<file path="config.mk">
export PLATFORM = sky130hd
export DESIGN_NAME = back_ground_pattern_gen
export DESIGN_NICKNAME = d
export VERILOG_FILES = /design/src/rtl/bg_draw_pkg.sv /design/src/rtl/bg_match_counter.sv /design/src/rtl/back_ground_pattern_gen.sv
export SDC_FILE = /design/constraint.sdc
export NUM_CORES = 1
export LEC_CHECK = 0
export ABC_AREA = 0
export CAP_MARGIN = 30
export CORE_UTILIZATION = 51
export CTS_BUF_LIST = sky130_fd_sc_hd__clkbuf_4 sky130_fd_sc_hd__clkbuf_8
export DETAILED_ROUTE_END_ITERATION = 12
export GPL_ROUTABILITY_DRIVEN = 0
export PLACE_DENSITY_LB_ADDON = 0.05
export SLEW_MARGIN = 10
export SYNTH_ARGS = -nofsm -noshare
export SYNTH_HDL_FRONTEND = slang
export SYNTH_SLANG_ARGS = --single-unit
</file>
<file path="constraint.sdc">
create_clock -name clk -period 5.6 [get_ports clk]
set_input_delay 1.68 -clock clk [delete_from_list [all_inputs] [get_ports clk]]
set_output_delay 1.68 -clock clk [all_outputs]
set_load 0.005 [all_outputs]
</file>
<file path="src/rtl/bg_draw_pkg.sv">
// Shared types and colour constants for the background pattern generator.
// Colours are packed RRRGGGBB.
`timescale 1ns/1ps
package bg_draw_pkg;

  typedef enum logic [1:0] {
    SOLID   = 2'd0,
    BORDER  = 2'd1,
    MATRIX  = 2'd2,
    CHECKER = 2'd3
  } bg_mode_t;

  localparam logic [7:0] COLOR_WHITE  = 8'hFF;
  localparam logic [7:0] COLOR_BORDER = 8'hFC;
  localparam logic [7:0] COLOR_BLACK  = 8'h00;

  // The colour matrix is always 16x16 tiles, so row/col each fit a nibble.
  localparam int MATRIX_TILES = 16;

  function automatic bg_mode_t next_mode(input bg_mode_t m);
    return bg_mode_t'(m + 2'd1);
  endfunction

endpackage

</file>
<file path="src/rtl/bg_match_counter.sv">
// Counts active pixels equal to MATCH_COLOR per frame and latches the
// previous frame's total at each frame start.
`timescale 1ns/1ps
module bg_match_counter #(
  parameter logic [7:0] MATCH_COLOR = 8'hE0,
  parameter int         COUNT_W     = 19
) (
  input  logic               clk,
  input  logic               resetN,
  input  logic [7:0]         mif_vga,
  input  logic               active,
  input  logic               frame_start,
  output logic               isMatch,
  output logic [COUNT_W-1:0] matchCount
);

  logic               hit;
  logic               count_hit;
  logic [COUNT_W-1:0] count_q;

  assign hit       = (mif_vga == MATCH_COLOR);
  assign count_hit = hit && active;

  // NOTE: state is updated with non-blocking assignments so every register
  // samples the pre-edge values regardless of statement order.
  always_ff @(posedge clk) begin
    if (!resetN) begin
      isMatch    <= 1'b0;
      matchCount <= '0;
      count_q    <= '0;
    end else begin
      isMatch <= hit;
      if (frame_start) begin
        // The frame-start pixel belongs to the new frame.
        matchCount <= count_q;
        count_q    <= COUNT_W'(count_hit);
      end else if (count_hit && (count_q != '1)) begin
        count_q <= count_q + COUNT_W'(1);
      end
    end
  end

endmodule

</file>
<file path="src/rtl/back_ground_pattern_gen.sv">
// Background pattern generator: solid, border, colour-matrix and checker
// patterns, one-cycle registered, with a per-frame match counter.
`timescale 1ns/1ps
module back_ground_pattern_gen
  import bg_draw_pkg::*;
#(
  parameter int         FRAME_W       = 640,
  parameter int         FRAME_H       = 480,
  parameter int         BORDER_OFFSET = 30,
  parameter int         TILE_LOG2     = 3,
  parameter int         MATRIX_LEFT_X = 100,
  parameter int         MATRIX_TOP_Y  = 100,
  parameter logic [7:0] MATCH_COLOR   = 8'hE0,
  parameter int         COUNT_W       = 19
) (
  input  logic               clk,
  input  logic               resetN,
  input  logic [10:0]        pixelX,
  input  logic [10:0]        pixelY,
  input  logic [7:0]         mif_vga,
  input  logic               modeStep,
  output logic [7:0]         BG_RGB,
  output logic               boardersDrawReq,
  output logic               isMatch,
  output logic [COUNT_W-1:0] matchCount,
  output logic [1:0]         mode
);

  localparam logic [10:0] FRAME_W_C  = 11'(FRAME_W);
  localparam logic [10:0] FRAME_H_C  = 11'(FRAME_H);
  localparam logic [10:0] BORDER_L   = 11'(BORDER_OFFSET);
  localparam logic [10:0] BORDER_R   = 11'(FRAME_W - 1 - BORDER_OFFSET);
  localparam logic [10:0] BORDER_B   = 11'(FRAME_H - 1 - BORDER_OFFSET);
  localparam logic [10:0] MX_LEFT    = 11'(MATRIX_LEFT_X);
  localparam logic [10:0] MX_TOP     = 11'(MATRIX_TOP_Y);
  localparam logic [10:0] MX_SPAN    = 11'(MATRIX_TILES << TILE_LOG2);

  bg_mode_t    mode_q, mode_d;
  logic        pending_q, pending_d;
  logic        was_origin;
  logic        at_origin, frame_start, active;
  logic        on_border, in_matrix, checker_odd;
  logic [10:0] dx, dy;
  logic [7:0]  rgb_d;
  logic        draw_d;

  assign at_origin = (pixelX == 11'd0) && (pixelY == 11'd0);
  // A held (0,0) is a single frame start: only the entry into it counts.
  assign frame_start = at_origin && !was_origin;
  assign active      = (pixelX < FRAME_W_C) && (pixelY < FRAME_H_C);

  assign on_border = (pixelX == BORDER_L) || (pixelY == BORDER_L) ||
                     (pixelX == BORDER_R) || (pixelY == BORDER_B);

  assign dx        = pixelX - MX_LEFT;
  assign dy        = pixelY - MX_TOP;
  assign in_matrix = (pixelX >= MX_LEFT) && (dx < MX_SPAN) &&
                     (pixelY >= MX_TOP)  && (dy < MX_SPAN);

  // Parity of (x>>T)+(y>>T) is the XOR of the two tile-index LSBs.
  assign checker_odd = pixelX[TILE_LOG2] ^ pixelY[TILE_LOG2];

  // NOTE: every always_comb output gets a default first, so no path can
  // leave a value unassigned and infer a latch.
  always_comb begin
    pending_d = pending_q | modeStep;
    mode_d    = mode_q;
    if (frame_start && pending_d) begin
      mode_d    = next_mode(mode_q);
      pending_d = 1'b0;
    end
  end

  // Rendered in mode_d so the frame-start pixel already uses the new mode.
  always_comb begin
    rgb_d  = COLOR_BLACK;
    draw_d = 1'b0;
    if (active) begin
      rgb_d = COLOR_WHITE;
      case (mode_d)
        BORDER: begin
          if (on_border) begin
            rgb_d  = COLOR_BORDER;
            draw_d = 1'b1;
          end
        end
        MATRIX: begin
          if (in_matrix) begin
            rgb_d  = {dy[TILE_LOG2 +: 4], dx[TILE_LOG2 +: 4]};
            draw_d = 1'b1;
          end
        end
        CHECKER: begin
          if (checker_odd) rgb_d = COLOR_BLACK;
        end
        default: ;
      endcase
    end
  end

  always_ff @(posedge clk) begin
    if (!resetN) begin
      mode_q          <= SOLID;
      pending_q       <= 1'b0;
      was_origin      <= 1'b0;
      BG_RGB          <= COLOR_BLACK;
      boardersDrawReq <= 1'b0;
    end else begin
      mode_q          <= mode_d;
      pending_q       <= pending_d;
      was_origin      <= at_origin;
      BG_RGB          <= rgb_d;
      boardersDrawReq <= draw_d;
    end
  end

  assign mode = mode_q;

  bg_match_counter #(
    .MATCH_COLOR (MATCH_COLOR),
    .COUNT_W     (COUNT_W)
  ) u_match_counter (
    .clk         (clk),
    .resetN      (resetN),
    .mif_vga     (mif_vga),
    .active      (active),
    .frame_start (frame_start),
    .isMatch     (isMatch),
    .matchCount  (matchCount)
  );

endmodule

</file>
Word-level counts from Yosys, hierarchy flattened
Index checks and enable logic that the tools add are counted.

Bits in registers: 52. Input port bits: 33. Output and inout port bits: 31. Word-level logic and storage cells: 60.

$add $sub $neg: 4. $lt $le $gt $ge: 6. Equality and inequality tests: 9. Multiplexer cells: 10. Bitwise logic cells: 3. Reductions and logical operators: 19.

Operator list (count): one-hot mux 8 bit (3 select lines) (1); == test 11 x 5 -> 1 bit, second input constant (2); greater-or-equal comparator 11 x 7 -> 1 bit, second input constant (2); zero test 11 bit (2); less-than comparator 11 x 8 -> 1 bit, second input constant (2); subtractor 11 x 7 -> 11 bit, second input constant (2); adder 19 x 1 -> 19 bit, second input constant (1); inequality test 19 bit, second input constant (1); 2-to-1 mux 8 bit (2); == test 11 x 10 -> 1 bit, second input constant (1); == test 11 x 9 -> 1 bit, second input constant (1); less-than comparator 11 x 10 -> 1 bit, second input constant (1); less-than comparator 11 x 9 -> 1 bit, second input constant (1); logical AND 1 bit (9); == test 8 bit, second input constant (1); == test 2 bit, second input constant (2); 2-to-1 mux 1 bit (4); 2-to-1 mux 2 bit (2); OR reduction 2 bit (2); logical OR 1 bit (3); adder 2 x 1 -> 2 bit, second input constant (1); == test 2 x 1 -> 1 bit, second input constant (1); one-hot mux 1 bit (2 select lines) (1); AND reduction 2 bit (1); other kinds (5) (5).

Logic depth before layout (Yosys ltp)
Gate-level depths: netlist of run 1.

Word-level depth: 7. Depth in mapped cells: 13. Depth with buffers taken out: 12.

Cells and area by module
From an unflattened synthesis of run 1, not the netlist that was laid out.

Cells, all modules: 310. Area, all modules: 2808.9 um^2.

By module, submodules not included: bg_match_counter (times used 1, cells an instance 186, area each 1773.0 um^2, sequential area each 780.7 um^2); back_ground_pattern_gen (times used 1, cells an instance 124, area each 1036.0 um^2, sequential area each 260.2 um^2).

Worst setup path after synthesis of run 1
Ideal clock, no wire load.

Path type: input to register. From: input port pixelX[2]. To: register BG_RGB[4]. Setup time: 143 ps. Arrival time: 4400 ps. Data required time: 5457 ps. Path slack: 1057 ps. Stages on the path: 13. Path buffers: 1. Cell sequence: inv_1 > ha_1 > or3b_1 > or3b_1 > buf_6 > nor4b_1 > xnor2_1 > inv_1 > ha_1 > a21oi_1 > nand3b_1 > a211oi_1 > a21oi_1.

Longest elaborated chain between the ends: 7. Elaborated cells on any way between the ends: 19. Classes of those cells: add/sub (1); order compare (3); eq/ne (3); mux (3); reduce/logical (9).

RTL lines: start, declared (RTL line back_ground_pattern_gen.sv:18) `input logic [10:0] pixelX,`; zero test 11 bit (*) (RTL line back_ground_pattern_gen.sv:47) `assign at_origin = (pixelX == 11'd0) && (pixelY == 11'd0);`; logical AND 1 bit (*) (RTL line back_ground_pattern_gen.sv:47); logical AND 1 bit (*) (RTL line back_ground_pattern_gen.sv:49) `assign frame_start = at_origin && !was_origin;`; logical AND 1 bit (*) (RTL line back_ground_pattern_gen.sv:68) `if (frame_start && pending_d) begin`; 2-to-1 mux 2 bit (*) (RTL line back_ground_pattern_gen.sv:68); net mode_d[1] (RTL line back_ground_pattern_gen.sv:38) `bg_mode_t mode_q, mode_d;`; == test 2 bit / == test 2 x 1 -> 1 bit (equally long branches) (RTL line back_ground_pattern_gen.sv:80) `case (mode_d)`; one-hot mux 8 bit (3 select lines) (*) (RTL line back_ground_pattern_gen.sv:80); end signal, assigned (RTL line back_ground_pattern_gen.sv:112) `BG_RGB <= rgb_d;`; end, declared (RTL line back_ground_pattern_gen.sv:22) `output logic [7:0] BG_RGB,`.

Mark *: on every way through the listed nets, which the timed path passes. The rest lies on a longest branch. A chain may end at the register's enable or synchronous reset.

Worst setup path after layout of run 1
From: input port pixelY[3]. To: register BG_RGB[3].

Longest elaborated chain between the ends: 7. Elaborated cells on any way between the ends: 20. Classes of those cells: add/sub (1); order compare (3); eq/ne (3); mux (4); bitwise (1); reduce/logical (8).

RTL lines: start, declared (RTL line back_ground_pattern_gen.sv:19) `input logic [10:0] pixelY,`; zero test 11 bit (*) (RTL line back_ground_pattern_gen.sv:47); logical AND 1 bit (*) (RTL line back_ground_pattern_gen.sv:47); logical AND 1 bit (*) (RTL line back_ground_pattern_gen.sv:49); logical AND 1 bit (*) (RTL line back_ground_pattern_gen.sv:68); 2-to-1 mux 2 bit (*) (RTL line back_ground_pattern_gen.sv:68); net mode_d[1] (RTL line back_ground_pattern_gen.sv:38); == test 2 bit / == test 2 x 1 -> 1 bit (equally long branches) (RTL line back_ground_pattern_gen.sv:80); one-hot mux 8 bit (3 select lines) (*) (RTL line back_ground_pattern_gen.sv:80).

Marks and branches as above.

==> run metrics, run 1 <==
number of global-route vias before repair=2,266; Layout area overhead=29.5%; Hold WC Path Type=reg2reg; Setup Fix Bufs, Post-CTS=0; TritonCTS buffer count=5; min-delay src=u_match_counter.matchCount[12]; launch point of the worst reg-to-reg path=was_origin; status=completed; num ports=64; die area=5450 um2; die width=73.8 um; Post-DRT Antenna Nets=0; Synth top area share=between 30% and 40%; Worst R2R Setup Slack=between 3 and 4 ns; final worst setup slack=roughly 0.63 ns; Post-Synth Simple-Gate Area=between 20% and 30%; Setup Viol. Count Final=0; Synth area leaders=dfxtp_1, a21oi_1, nand2_1; Avg Synthesized Cell Area=8.27 um2; H-tree level count=2; CTS tree=yes; Post-synth EDFFs=0; syn_nets=between 300 and 400; Pwr Density=206 nW/um2; hold path endpoint=u_match_counter.matchCount[12]; dpl hpwl=approximately 4500 um; number of port buffers=63; # DRC=0; DP Area=approximately 3300 um2; initial antenna violation count=0; utilization after layout=a little over two thirds; Clock Path Buffers=2; FF-to-FF End=BG_RGB[3]; Cells after Synth=around 320; arrival time at the worst endpoint=5.16 ns; peak supply drop=182 uV; post-route cell area=roughly 3400 um2; largest family of logic cells by synthesized area=simple AND/OR/NAND/NOR gates; Final Skew=around 0.011 ns; most frequent cell after synthesis=dfxtp_1; Multi-input gate area=~1500 um2; startpoint type of the worst setup path=primary input; Clock Latency Late Sink=0.31 ns; mux cell area share after synthesis=less than 1%; Tightest Pin Transition=0.782 ns; Worst-path clk slew=0.10 ns; Yosys warnings=0; DR iter-0 viols=between 100 and 150; Max-Slew Margin vs Limit=roughly 48%; hold_ws=0.455 ns; setup_tns=0 ns; leading area contributor after synthesis=dfxtp_1; pre-CTS worst setup slack=0.351 ns; Final Power=between 0.7 and 0.8 mW; Clock Power Share=38.0%; post-CTS sizing=0; total gr overflow=0; die height=73.8 um; hold path cells=2; Post-Route WL=6250 um; DR WL/cell=14.0 um; adder-cell share of the synthesized area=roughly 5.2%; core footprint=4850 um2; Layout Cells excl Fill=~450; Via density=5.77; diode count=0; Pins Over Slew Limit=0; compound-gate portion of the synthesized area=19.5%; leakage=1.14 nW; area occupied by registers=~1000 um2; fin crit period=4.97 ns; Total Nets Final=approximately 420; clock sinks=52; Critical Path RT=~5.8 ns; Top FF cell, synth=dfxtp_1; Initial Util=a little over half; sequential share of the synthesized area=about two fifths; unrepaired setup endpoints after global routing=no; CP Capture Type=register; first-pass GRT wire length=between 10,000 and 15,000 um; Commonest cells post-synth=dfxtp_1, nand2_1, a21oi_1; count of cell types in the netlist=46; Fillers=419; number of hold buffers added after CTS=0; Reg power frac=53.0%; Placed Cells=438; combinational share of power=just under 9%; Sw Share=22.5%; Final Hold Viols=0; period utilization=88.8%; Overall Global Routing Usage=24.8%; layout cells sized above 1=4.22%; synthesized area=2630 um2; internal power=0.543 mW; #FFs+latches synth=52; Max-cap violations=0; clock root cell=clkbuf_8; ys async rst share=0%; Peak Freq=roughly 0.20 GHz; row count=25; CP Class=in2reg; DR pass1 iterations=4; P_sw=0.158 mW; largest net degree at the start of global routing=25; CP Max Fanout=8; crit path from=pixelY[3]; Post-Synth XOR/XNOR Area=3.66%; R2R cell count=10; DR vias=2,572
-- worst max-delay path: stages --
cell and delay (ns):
clkdlybuf4s50_1 0.50, inv_1 0.12, ha_1 0.14, or3b_1 0.36
or3b_1 0.51, nor4b_1 0.40, xnor2_1 0.24, inv_1 0.12
ha_1 0.19, a21oi_1 0.20, nand3b_1 0.12, a211oi_1 0.30
buf_4 0.21, a21oi_1 0.07
-- cells by family after synthesis --
kind of cell	after synthesis
simple gates	137
compound gates	81
flops	52
buf+inv	25
xor+xnor	11
fa+ha+maj	11
mux	1
-- power by group through the flow --
stage          Clock, mW  Combinational (mW)  Sequential (mW)
3_3_place_gp           0              0.0611            0.380
6_report           0.267              0.0627            0.372
4_1_cts            0.271              0.0624            0.372
5_1_grt            0.286              0.0680            0.372
3_5_place_dp           0              0.0617            0.380
2_1_floorplan          0              0.0229            0.380
-- layout make-up --
type,count,share of cell area (%)
inverter,12,1.32
timing repair buffer,66,19.2
clock buffer,6,2.24
clock inverter,2,1.14
multi-input combinational,241,43.1
sequential,52,30.6
tap,67,2.46
-- metal layers --
layer | track usage, % | vias up | routed length [um]
met4 | 7.05 | 0 | 114
met5 | 0 | - | 0
li1 | - | 1278 | -
met1 | 33.9 | 1211 | 2960
met3 | 5.90 | 15 | 282
met2 | 38.9 | 68 | 2890
-- placed cells by master (no fill, tap or decap), drive strengths merged, types with 8 or more instances in the layout --
cell           count
nor3               8
dfxtp             52
inv               13
nor2              17
a21oi             40
o31ai              8
nand3             10
nand2             50
ha                11
o21ai             10
nand4             12
or4                8
clkdlybuf4s50     63
-- flip-flops by register name, indices dropped and copies added, names as in the netlist --
register and cells:
u_match_counter.count_q 19, BG_RGB 8, boardersDrawReq 1, mode 2, pending_q 1, u_match_counter.matchCount 19
u_match_counter.isMatch 1, was_origin 1
-- how the worst max path moves through the flow --
stage | endpoint | slack (ns) | cells past startpoint
floorplan | BG_RGB[4] | 1.06 | 13
finish | BG_RGB[3] | 0.63 | 14
detailed placement | BG_RGB[3] | 0.35 | 14
global placement | BG_RGB[5] | 0.54 | 14
CTS | BG_RGB[4] | 0.66 | 14
global route | BG_RGB[5] | 0.38 | 14
(Power assumes the default switching activity.)
==> run 2: changes to the inputs <==
--- a/config.mk
+++ b/config.mk
@@ -9,9 +9,11 @@
 export CAP_MARGIN = 30
 export CORE_UTILIZATION = 51
 export CTS_BUF_LIST = sky130_fd_sc_hd__clkbuf_4 sky130_fd_sc_hd__clkbuf_8
+export CTS_CLUSTER_SIZE = 28
 export DETAILED_ROUTE_END_ITERATION = 12
 export GPL_ROUTABILITY_DRIVEN = 0
 export PLACE_DENSITY_LB_ADDON = 0.05
+export SKIP_CTS_REPAIR_TIMING = 1
 export SLEW_MARGIN = 10
 export SYNTH_ARGS = -nofsm -noshare
 export SYNTH_HDL_FRONTEND = slang
==> results of run 2 <==
No change in the layout: final DEF, timing and power equal those of run 1.
